$ cat config.mk
export PLATFORM = sky130hd
export DESIGN_NAME = pixel_row_reader
export DESIGN_NICKNAME = d
export VERILOG_FILES = /design/src/rtl/pixel_row_reader.sv
export SDC_FILE = /design/constraint.sdc
export NUM_CORES = 1
export LEC_CHECK = 0
export CELL_PAD_IN_SITES_DETAIL_PLACEMENT = 0
export CELL_PAD_IN_SITES_GLOBAL_PLACEMENT = 1
export CORE_MARGIN = 3
export CORE_UTILIZATION = 40
export CTS_BUF_LIST = sky130_fd_sc_hd__clkbuf_8
export CTS_CLUSTER_DIAMETER = 120
export CTS_CLUSTER_SIZE = 40
export DETAILED_ROUTE_END_ITERATION = 7
export MAX_ROUTING_LAYER = met4
export PLACE_DENSITY = 0.84
export SYNTH_ARGS = -nofsm -noshare
export SYNTH_HDL_FRONTEND = slang
export SYNTH_SLANG_ARGS = --single-unit
$ cat constraint.sdc
create_clock -name CLK -period 3.7 [get_ports CLK]
set_input_delay 0.74 -clock CLK [delete_from_list [all_inputs] [get_ports CLK]]
set_output_delay 0.74 -clock CLK [all_outputs]
set_load 0.02 [all_outputs]
$ cat src/rtl/pixel_row_reader.sv
// Purpose: capture whole pixel rows off the column bus into a 2-entry ping-pong buffer, stream pixels out.
// Latency: NEW_ROW into an empty buffer shows its first pixel on OUT_* right after the capturing edge.
// Backpressure: OUT_READY low holds all OUT_* stable; rows arriving with both entries busy are dropped (sticky OVERRUN).
module pixel_row_reader #(
    parameter int PIXEL_ARRAY_WIDTH  = 2,
    parameter int PIXEL_ARRAY_HEIGHT = 2,
    parameter int PIXEL_BITS         = 8,
    localparam int ROW_W = (PIXEL_ARRAY_HEIGHT > 1) ? $clog2(PIXEL_ARRAY_HEIGHT) : 1,
    localparam int COL_W = (PIXEL_ARRAY_WIDTH > 1) ? $clog2(PIXEL_ARRAY_WIDTH) : 1,
    localparam int BUS_W = PIXEL_ARRAY_WIDTH * PIXEL_BITS
) (
    input  logic                  CLK,
    input  logic                  RESET_N,
    input  logic                  NEW_ROW,
    input  logic                  FRAME_FINISHED,
    input  logic [BUS_W-1:0]      ROW_DATA,
    output logic [PIXEL_BITS-1:0] OUT_DATA,
    output logic                  OUT_VALID,
    input  logic                  OUT_READY,
    output logic [ROW_W-1:0]      OUT_ROW,
    output logic [COL_W-1:0]      OUT_COL,
    output logic                  OUT_LAST,
    output logic                  OVERRUN
);

    // Streaming FSM: IDLE has nothing to present, STREAM drives a pixel onto OUT_*.
    localparam logic [0:0] ST_IDLE   = 1'b0;
    localparam logic [0:0] ST_STREAM = 1'b1;

    localparam logic [COL_W-1:0] LAST_COL = COL_W'(PIXEL_ARRAY_WIDTH - 1);
    localparam logic [ROW_W-1:0] LAST_ROW = ROW_W'(PIXEL_ARRAY_HEIGHT - 1);

    // Ping-pong row storage: full row of pixels plus the row index it was tagged with.
    logic [BUS_W-1:0]      buf_data_q [2];
    logic [BUS_W-1:0]      buf_data_d [2];
    logic [ROW_W-1:0]      buf_row_q  [2];
    logic [ROW_W-1:0]      buf_row_d  [2];

    logic [1:0]            occ_q, occ_d;
    logic                  wr_ptr_q, wr_ptr_d;
    logic                  rd_ptr_q, rd_ptr_d;
    logic [ROW_W-1:0]      row_cnt_q, row_cnt_d;
    logic [0:0]            state_q, state_d;

    // Registered outputs; out_col_q doubles as the read column within entry[rd_ptr].
    logic [PIXEL_BITS-1:0] out_data_q, out_data_d;
    logic [ROW_W-1:0]      out_row_q, out_row_d;
    logic [COL_W-1:0]      out_col_q, out_col_d;
    logic                  out_last_q, out_last_d;
    logic                  overrun_q, overrun_d;

    logic                  xfer;
    logic                  free_rd;
    logic                  slot_free;
    logic                  do_wr;
    logic                  drop;
    logic [BUS_W-1:0]      sel_row;

    // Handshake decode: a transfer on the last column releases the read entry this cycle,
    // which lets a NEW_ROW landing on a full buffer reuse that entry immediately.
    always_comb begin
        xfer      = (state_q == ST_STREAM) && OUT_READY;
        free_rd   = xfer && (out_col_q == LAST_COL);
        slot_free = (occ_q != 2'd2) || free_rd;
        do_wr     = NEW_ROW && slot_free;
        drop      = NEW_ROW && !slot_free;
    end

    // Buffer write: the bus is sampled exactly once, into the entry wr_ptr points at.
    always_comb begin
        for (int e = 0; e < 2; e++) begin
            buf_data_d[e] = buf_data_q[e];
            buf_row_d[e]  = buf_row_q[e];
        end
        if (do_wr) begin
            buf_data_d[wr_ptr_q] = ROW_DATA;
            buf_row_d[wr_ptr_q]  = row_cnt_q;
        end
    end

    // Occupancy and pointers: read release and write fill may happen in the same cycle.
    always_comb begin
        occ_d    = occ_q - {1'b0, free_rd} + {1'b0, do_wr};
        wr_ptr_d = wr_ptr_q ^ do_wr;
        rd_ptr_d = rd_ptr_q ^ free_rd;
    end

    // Row counter follows the sensor: every NEW_ROW advances it, dropped or not;
    // FRAME_FINISHED wins and restarts at 0 after the current row has been tagged.
    always_comb begin
        row_cnt_d = row_cnt_q;
        if (FRAME_FINISHED) begin
            row_cnt_d = '0;
        end else if (NEW_ROW) begin
            row_cnt_d = (row_cnt_q == LAST_ROW) ? '0 : row_cnt_q + ROW_W'(1);
        end
    end

    // FSM: stream whenever a row is buffered at the end of the cycle, else idle.
    always_comb begin
        state_d = state_q;
        case (state_q)
            ST_IDLE:   if (occ_d != 2'd0) state_d = ST_STREAM;
            ST_STREAM: if (occ_d == 2'd0) state_d = ST_IDLE;
            default:   state_d = ST_IDLE;
        endcase
    end

    // Column stepping: advance on each transfer, wrap to 0 when the row is finished.
    always_comb begin
        out_col_d = out_col_q;
        if (free_rd) begin
            out_col_d = '0;
        end else if (xfer) begin
            out_col_d = out_col_q + COL_W'(1);
        end
    end

    // Output pixel is looked up from next-cycle buffer state, so a freshly written row
    // (or the other entry after a row completes) appears without an extra cycle.
    always_comb begin
        sel_row    = buf_data_d[rd_ptr_d];
        out_data_d = '0;
        out_row_d  = '0;
        if (state_d == ST_STREAM) begin
            for (int c = 0; c < PIXEL_ARRAY_WIDTH; c++) begin
                if (out_col_d == COL_W'(c)) begin
                    out_data_d = sel_row[c*PIXEL_BITS +: PIXEL_BITS];
                end
            end
            out_row_d = buf_row_d[rd_ptr_d];
        end
        out_last_d = (state_d == ST_STREAM) && (out_col_d == LAST_COL) && (out_row_d == LAST_ROW);
        overrun_d  = overrun_q || drop;
    end

    // State registers; reset empties both entries and clears every output at once.
    always_ff @(posedge CLK or negedge RESET_N) begin
        if (!RESET_N) begin
            for (int e = 0; e < 2; e++) begin
                buf_data_q[e] <= '0;
                buf_row_q[e]  <= '0;
            end
            occ_q      <= 2'd0;
            wr_ptr_q   <= 1'b0;
            rd_ptr_q   <= 1'b0;
            row_cnt_q  <= '0;
            state_q    <= ST_IDLE;
            out_data_q <= '0;
            out_row_q  <= '0;
            out_col_q  <= '0;
            out_last_q <= 1'b0;
            overrun_q  <= 1'b0;
        end else begin
            for (int e = 0; e < 2; e++) begin
                buf_data_q[e] <= buf_data_d[e];
                buf_row_q[e]  <= buf_row_d[e];
            end
            occ_q      <= occ_d;
            wr_ptr_q   <= wr_ptr_d;
            rd_ptr_q   <= rd_ptr_d;
            row_cnt_q  <= row_cnt_d;
            state_q    <= state_d;
            out_data_q <= out_data_d;
            out_row_q  <= out_row_d;
            out_col_q  <= out_col_d;
            out_last_q <= out_last_d;
            overrun_q  <= overrun_d;
        end
    end

    assign OUT_VALID = (state_q == ST_STREAM);
    assign OUT_DATA  = out_data_q;
    assign OUT_ROW   = out_row_q;
    assign OUT_COL   = out_col_q;
    assign OUT_LAST  = out_last_q;
    assign OVERRUN   = overrun_q;

endmodule

; Word-level counts from Yosys, hierarchy flattened
; Cells that the tools add are included.
[totals]
wordCells = 65
out_inout_bits = 13
latch_bits = 0
input_bits = 21
mem_count = 0
ramBits = 0
register_bits = 52
mem_bits_ro = 0
[classes]
eq_ne = 1
n_reduce_logical = 13
n_bitwise = 5
muxes = 25
n_mul = 0
n_lt_le_gt_ge = 3
addsub = 4
shift = 0
div_mod_pow = 0
[op_table]
columns = op, n
row1 = two-way mux 16 bit, 4
row2 = bitwise mux 32 bit, 1
row3 = two-way mux 32 bit, 1
row4 = demux 16 bit (select 1 bit), 1
row5 = two-way mux 8 bit, 2
row6 = two-way mux 1 bit, 12
row7 = logical AND 1 bit, 7
row8 = greater-or-equal comparator 2 bit (second input constant), 2
row9 = NOT 1 -> 2 bit, 2
row10 = nonzero test 2 bit, 2
row11 = adder 1 bit (second input constant), 2
row12 = adder 2 x 1 -> 2 bit, 1
row13 = bitwise mux 2 bit, 1
row14 = logical NOT 2 bit, 1
row15 = logical OR 1 bit, 2
row16 = < comparator 2 x 1 -> 1 bit (second input constant), 1
row17 = two-way mux 2 bit, 1
row18 = != test 2 bit (second input constant), 1
row19 = one-hot mux 1 bit (2 select lines), 1
row20 = subtractor 2 x 1 -> 2 bit, 1
row21 = XOR 1 bit, 2
row22 = demux 1 bit (select 1 bit), 1
row23 = logical NOT 1 bit, 1
row24 = NOT 1 bit, 1

; Longest topological paths before layout
[logic_depth]
depth_word = 12
depth_mapped = 15
mapped_depth_nobuf = 12

; Worst setup path before layout
; No wires, ideal clock.
[synth_path]
path_kind = in2reg
start = in OUT_READY
end = reg out_data_q[4] (netlist: OUT_DATA[4])
path_slack_ns = 0.459
t_arrival_ns = 3.115
cell_stages = 15
t_required_ns = 3.574
setup_time_ns = 0.126
cell_sequence = and2_1 -> ha_1 -> nor3b_2 -> nand2b_1 -> buf_2 -> ha_1 -> inv_1 -> ha_1 -> xor3_2 -> nor2_2 -> or2_1 -> buf_6 -> buf_8 -> nor3_1 -> a221o_1
[synth_between]
elab_cells_between_ends = 21
[synth_lines]
columns = item, line
row1 = "start, declared", 19  ; input logic OUT_READY,
row2 = logical AND 1 bit (*), 62  ; xfer = (state_q == ST_STREAM) && OUT_READY;
row3 = logical AND 1 bit (*), 63  ; free_rd = xfer && (out_col_q == LAST_COL);
row4 = branches (longest 2 deep; another with subtractor 2 x 1 -> 2 bit), --
row5 = adder 2 x 1 -> 2 bit (*), 83  ; occ_d = occ_q - {1'b0, free_rd} + {1'b0, do_wr};
row6 = named net occ_d[1], 39  ; logic [1:0] occ_q, occ_d;
row7 = logical NOT 2 bit / nonzero test 2 bit (equally long branches), "104, 103"
row8 = two-way mux 1 bit (on tied branches), "104, 103"
row9 = one-hot mux 1 bit (2 select lines) (*), 102  ; case (state_q)
row10 = two-way mux 8 bit (*), 125  ; if (state_d == ST_STREAM) begin
row11 = named net out_data_d[4], 46  ; logic [PIXEL_BITS-1:0] out_data_q, out_data_d;
row12 = "end signal, assigned", 164  ; out_data_q <= out_data_d;
row13 = "end, declared", 46
; Mark *: on every way through the listed nets, which the timed path passes. The select of a mux whose other input is x is not followed.
; A chain may end at the register's enable or synchronous reset.

; Worst setup path in the final report
; Ends and elaborated chain as after synthesis.

==> out/results.tsv <==
stage	metric	value	unit
synthesis	YS warnings	0	
floorplan	I/O pin count	34	
sta	fin. max-slew vios	0	
pwr	leakage	1.34	nW
sta	slew at the pin closest to its max-slew limit	0.891	ns
drt	drt via density	5.72	
synthesis	Compound-Gate Fraction of Synth Area	16.9	%
clock_network	H-Tree Depth	2	
synthesis	Syn Area/Cell	11.2	sq um
synthesis	simple-gate share of the synthesized area	8.91	%
floorplan	Die Width	88.3	microns
pwr	Tot Pwr	3.22	mW
drt	DRT Wirelength	6180	microns
critical_path	Worst Path Arrival	3.44	ns
synthesis	post-synthesis xor/xnor area fraction	2.49	%
drt	routed via count	2038	
place	number of port buffers	33	
critical_path	WP data required	3.89	ns
floorplan	Core ar.	6460	sq um
synthesis	flops & latches, synth	52	
floorplan	Die Area	7800	sq um
sta	period utilisation layout	87.8	%
clock_network	Clock transition at path regs	0.09	ns
pwr	Peak VDD IR	0.000475	V
grt	antenna violations before repair	0	
pwr	Power Density	1000	nW/um^2
finish	fraction of layout cells with a size suffix above 1	19.0	%
critical_path	CP Cell Sequence	clkdlybuf4s50_1 -> and2_1 -> ha_1 -> nor3b_2 -> nand2b_1 -> ha_1 -> inv_1 -> ha_1 -> xor3_2 -> nor2_2 -> or2_1 -> buf_4 -> nor3_1 -> a221o_1	
sta	Final Skew	0.00505	ns
sta	Max Clock Freq	308	MHz
sta	RSZ-0062 raised after global routing	no	
status	status	finished clean	
sta	Fin Setup TNS	0	ns
synthesis	main combinational cell family by area after synthesis	multiplexers	
synthesis	Syn Inst Count	241	
synthesis	Distinct cells, synth	42	
clock_network	Post-CTS Hold Fix Bufs	0	
grt	Remaining Overflow, GRT	0	
clock_network	clk_lat worst skew	0.31	ns
sta	final setup violating endpoints	0	
sta	Slew headroom	40.6	%
clock_network	Sink Count	52	
synthesis	post-synth top area share	48.0	%
finish	synth-to-layout area growth	18.5	%
drt	wire per inst	17.4	microns
clock_network	CTS Buf Count	5	
clock_network	cts repair resizes	0	
grt	gr usage total	18.1	%
drt	DRT antenna net count	0	
critical_path	Worst setup SP type	input pin	
clock_network	Root Buffer	clkbuf_8	
drt	drt pass-1 iters	4	
grt	vias in the first global route	2110	
critical_path	most used cell along the critical path	ha_1	
pwr	switching power share of the total	41.3	%
pwr	sequential share of power	33.5	%
synthesis	post-synthesis sequential area ratio	48.0	%
floorplan	chip height	88.3	microns
synthesis	adder-cell share of the synthesized area	1.39	%
floorplan	Starting Density	42.0	%
hold_path	HP Class	input pin to async pin	
sta	final hold violation count	0	
finish	fin nets	303	
clock_network	clk buf depth	2	
place	routability cong.	0.773	
grt	largest net degree at the start of global routing	31	
drt	Iter 0 DRT Violations	180	
pwr	switching pwr	1.33	mW
place	DP Wirelength	4240	microns
synthesis	Main synth FF type	dfrtp_1	
finish	layout filler cell count	610	
critical_path	CP Capture Type	flip-flop	
critical_path	Max stage delay on crit path	0.39	ns
drt	# DRC	0	
clock_network	CTS tree	yes	
finish	antenna cells	0	
critical_path	slowest cell on the critical path	clkdlybuf4s50_1	
floorplan	placement row count	29	
critical_path	worst-path fanout max	8	
critical_path	WS Path Type	input pin to flip-flop	
synthesis	Post-synth top cells	dfrtp_1, mux2_2, a21oi_1, nor3_1, nor2_1	
synthesis	Mapped Area	2710	sq um
synthesis	largest area contributor in the netlist	dfrtp_1	
synthesis	count leader, synth	dfrtp_1	
synthesis	top cells by area, synth	dfrtp_1, mux2_2, mux2_1, mux2i_1, a21oi_1	
flow_run	max cap viols	0	
pwr	Internal	1.89	mW
synthesis	Async SR Flop Fraction	100	%
grt	first-pass GRT wire length	10400	microns
pwr	part of the power in combinational logic	57.0	%
synthesis	Post-Syn Nets	265	
sta	min Tclk post-route	3.25	ns
pwr	clock share of power	9.5	%
synthesis	Post-synth EDFFs	0	
clock_network	# Post-CTS Setup Buffers	0	
synthesis	post-synthesis mux area share	17.5	%
registers in the layout (all words and copies together), names as in the netlist:
register and flops:
OUT_COL 1, OUT_DATA 8, OUT_LAST 1, OUT_ROW 1, OUT_VALID 1, OVERRUN 1, buf_data_q 32, buf_row_q 2
occ_q 2, rd_ptr_q 1, row_cnt_q 1, wr_ptr_q 1
layer usage:
layer | vias up | track usage, % | wire (microns)
li1 | 971 | - | -
met1 | 1005 | 23.1 | 2800
met2 | 54 | 27.9 | 2980
met3 | 8 | 4.19 | 303
met4 | 0 | 7.01 | 91
met5 | - | - | 0
worst max-delay path, delay by kind of cell:
family,cells,cell delay (ns)
AOI/OAI and AO/OA,1,0.36
xor gates and xnor gates,1,0.27
and+or+nand+nor,6,0.87
adders and majority gates,3,0.57
buffers and inverters,3,0.62
cell usage in the layout, fill, tap and decap left out, types with 2 or more instances in the layout:
master | Yosys | routed
a221o_1 | 8 | 8
nor3_1 | 16 | 16
clkdlybuf4s50_1 | 0 | 32
ha_1 | 3 | 3
o21ai_0 | 9 | 9
nor2_2 | 2 | 2
mux2i_1 | 9 | 9
o21ai_2 | 2 | 2
nor2_1 | 15 | 15
a21oi_1 | 16 | 16
o2111ai_1 | 8 | 8
clkbuf_8 | 0 | 5
mux2_1 | 11 | 11
xnor2_1 | 2 | 2
inv_1 | 11 | 12
o31ai_2 | 2 | 2
buf_4 | 2 | 11
o211ai_1 | 9 | 9
nand2_1 | 5 | 5
a21o_1 | 2 | 2
dfrtp_1 | 52 | 52
nand2b_1 | 2 | 2
o31ai_1 | 6 | 6
mux2_2 | 23 | 23
power by group through the flow:
stage	Sequential [mW]	Clock (mW)	Combinational, mW
after floorplan	1.07	0	1.38
after global placement	1.08	0	1.80
after detailed placement	1.09	0	1.84
after CTS	1.08	0.318	1.85
after global routing	1.12	0.343	2.02
final	1.08	0.305	1.83
through the flow:
| step | std cells | util (%) | hold slack, ns | area [sq um] | setup WS, ns |
|---|---|---|---|---|---|
| after global placement | 349 | 48.5 | 0.452 | 3130 | 0.194 |
| after CTS | 356 | 49.7 | 0.474 | 3210 | 0.436 |
| after global routing | 356 | 49.7 | 0.503 | 3210 | 0.291 |
| after floorplan | 241 | - | 0.444 | 2710 | 0.459 |
| after detailed placement | 349 | 48.5 | 0.455 | 3130 | 0.124 |
| final | 356 | 49.7 | 0.455 | 3210 | 0.451 |
path summary, 6_finish.rpt:
| check | startpoint | end | slack, ns | depth (start not counted) |
|---|---|---|---|---|
| worst max-delay path | OUT_READY | OUT_DATA[4] | 0.45 | 14 |
| worst min-delay path | RESET_N | OUT_DATA[7] | 0.45 | 1 |
| worst max register to register | OUT_VALID | OUT_DATA[4] | 0.91 | 13 |
| worst min register to register | OVERRUN | OVERRUN | 0.47 | 1 |
| max in group asynchronous | RESET_N | row_cnt_q | 2.48 | 2 |
| min in group CLK | OVERRUN | OVERRUN | 0.47 | 1 |
cells by family (layout without fill, tap and decap cells):
| family | after synthesis | after routing |
|---|---|---|
| muxes | 43 | 43 |
| DFF | 52 | 52 |
| and+or+nand+nor | 48 | 48 |
| AOI/OAI and AO/OA | 64 | 64 |
| adders and majority gates | 3 | 3 |
| xor gates and xnor gates | 5 | 5 |
| buffers and inverters | 26 | 64 |
layout make-up:
class                           count  area, sq um  area share (%)
Clock buffer                        5         68.8            2.14
Multi-Input combinational cell    163         1280            39.8
Inverter                           13         48.8            1.52
Clock inverter                      2         8.76           0.273
Tap cell                           77         96.3            3.00
Timing Repair Buffer               44          408            12.7
Sequential cell                    52         1300            40.5
(Power assumes the default switching activity.)
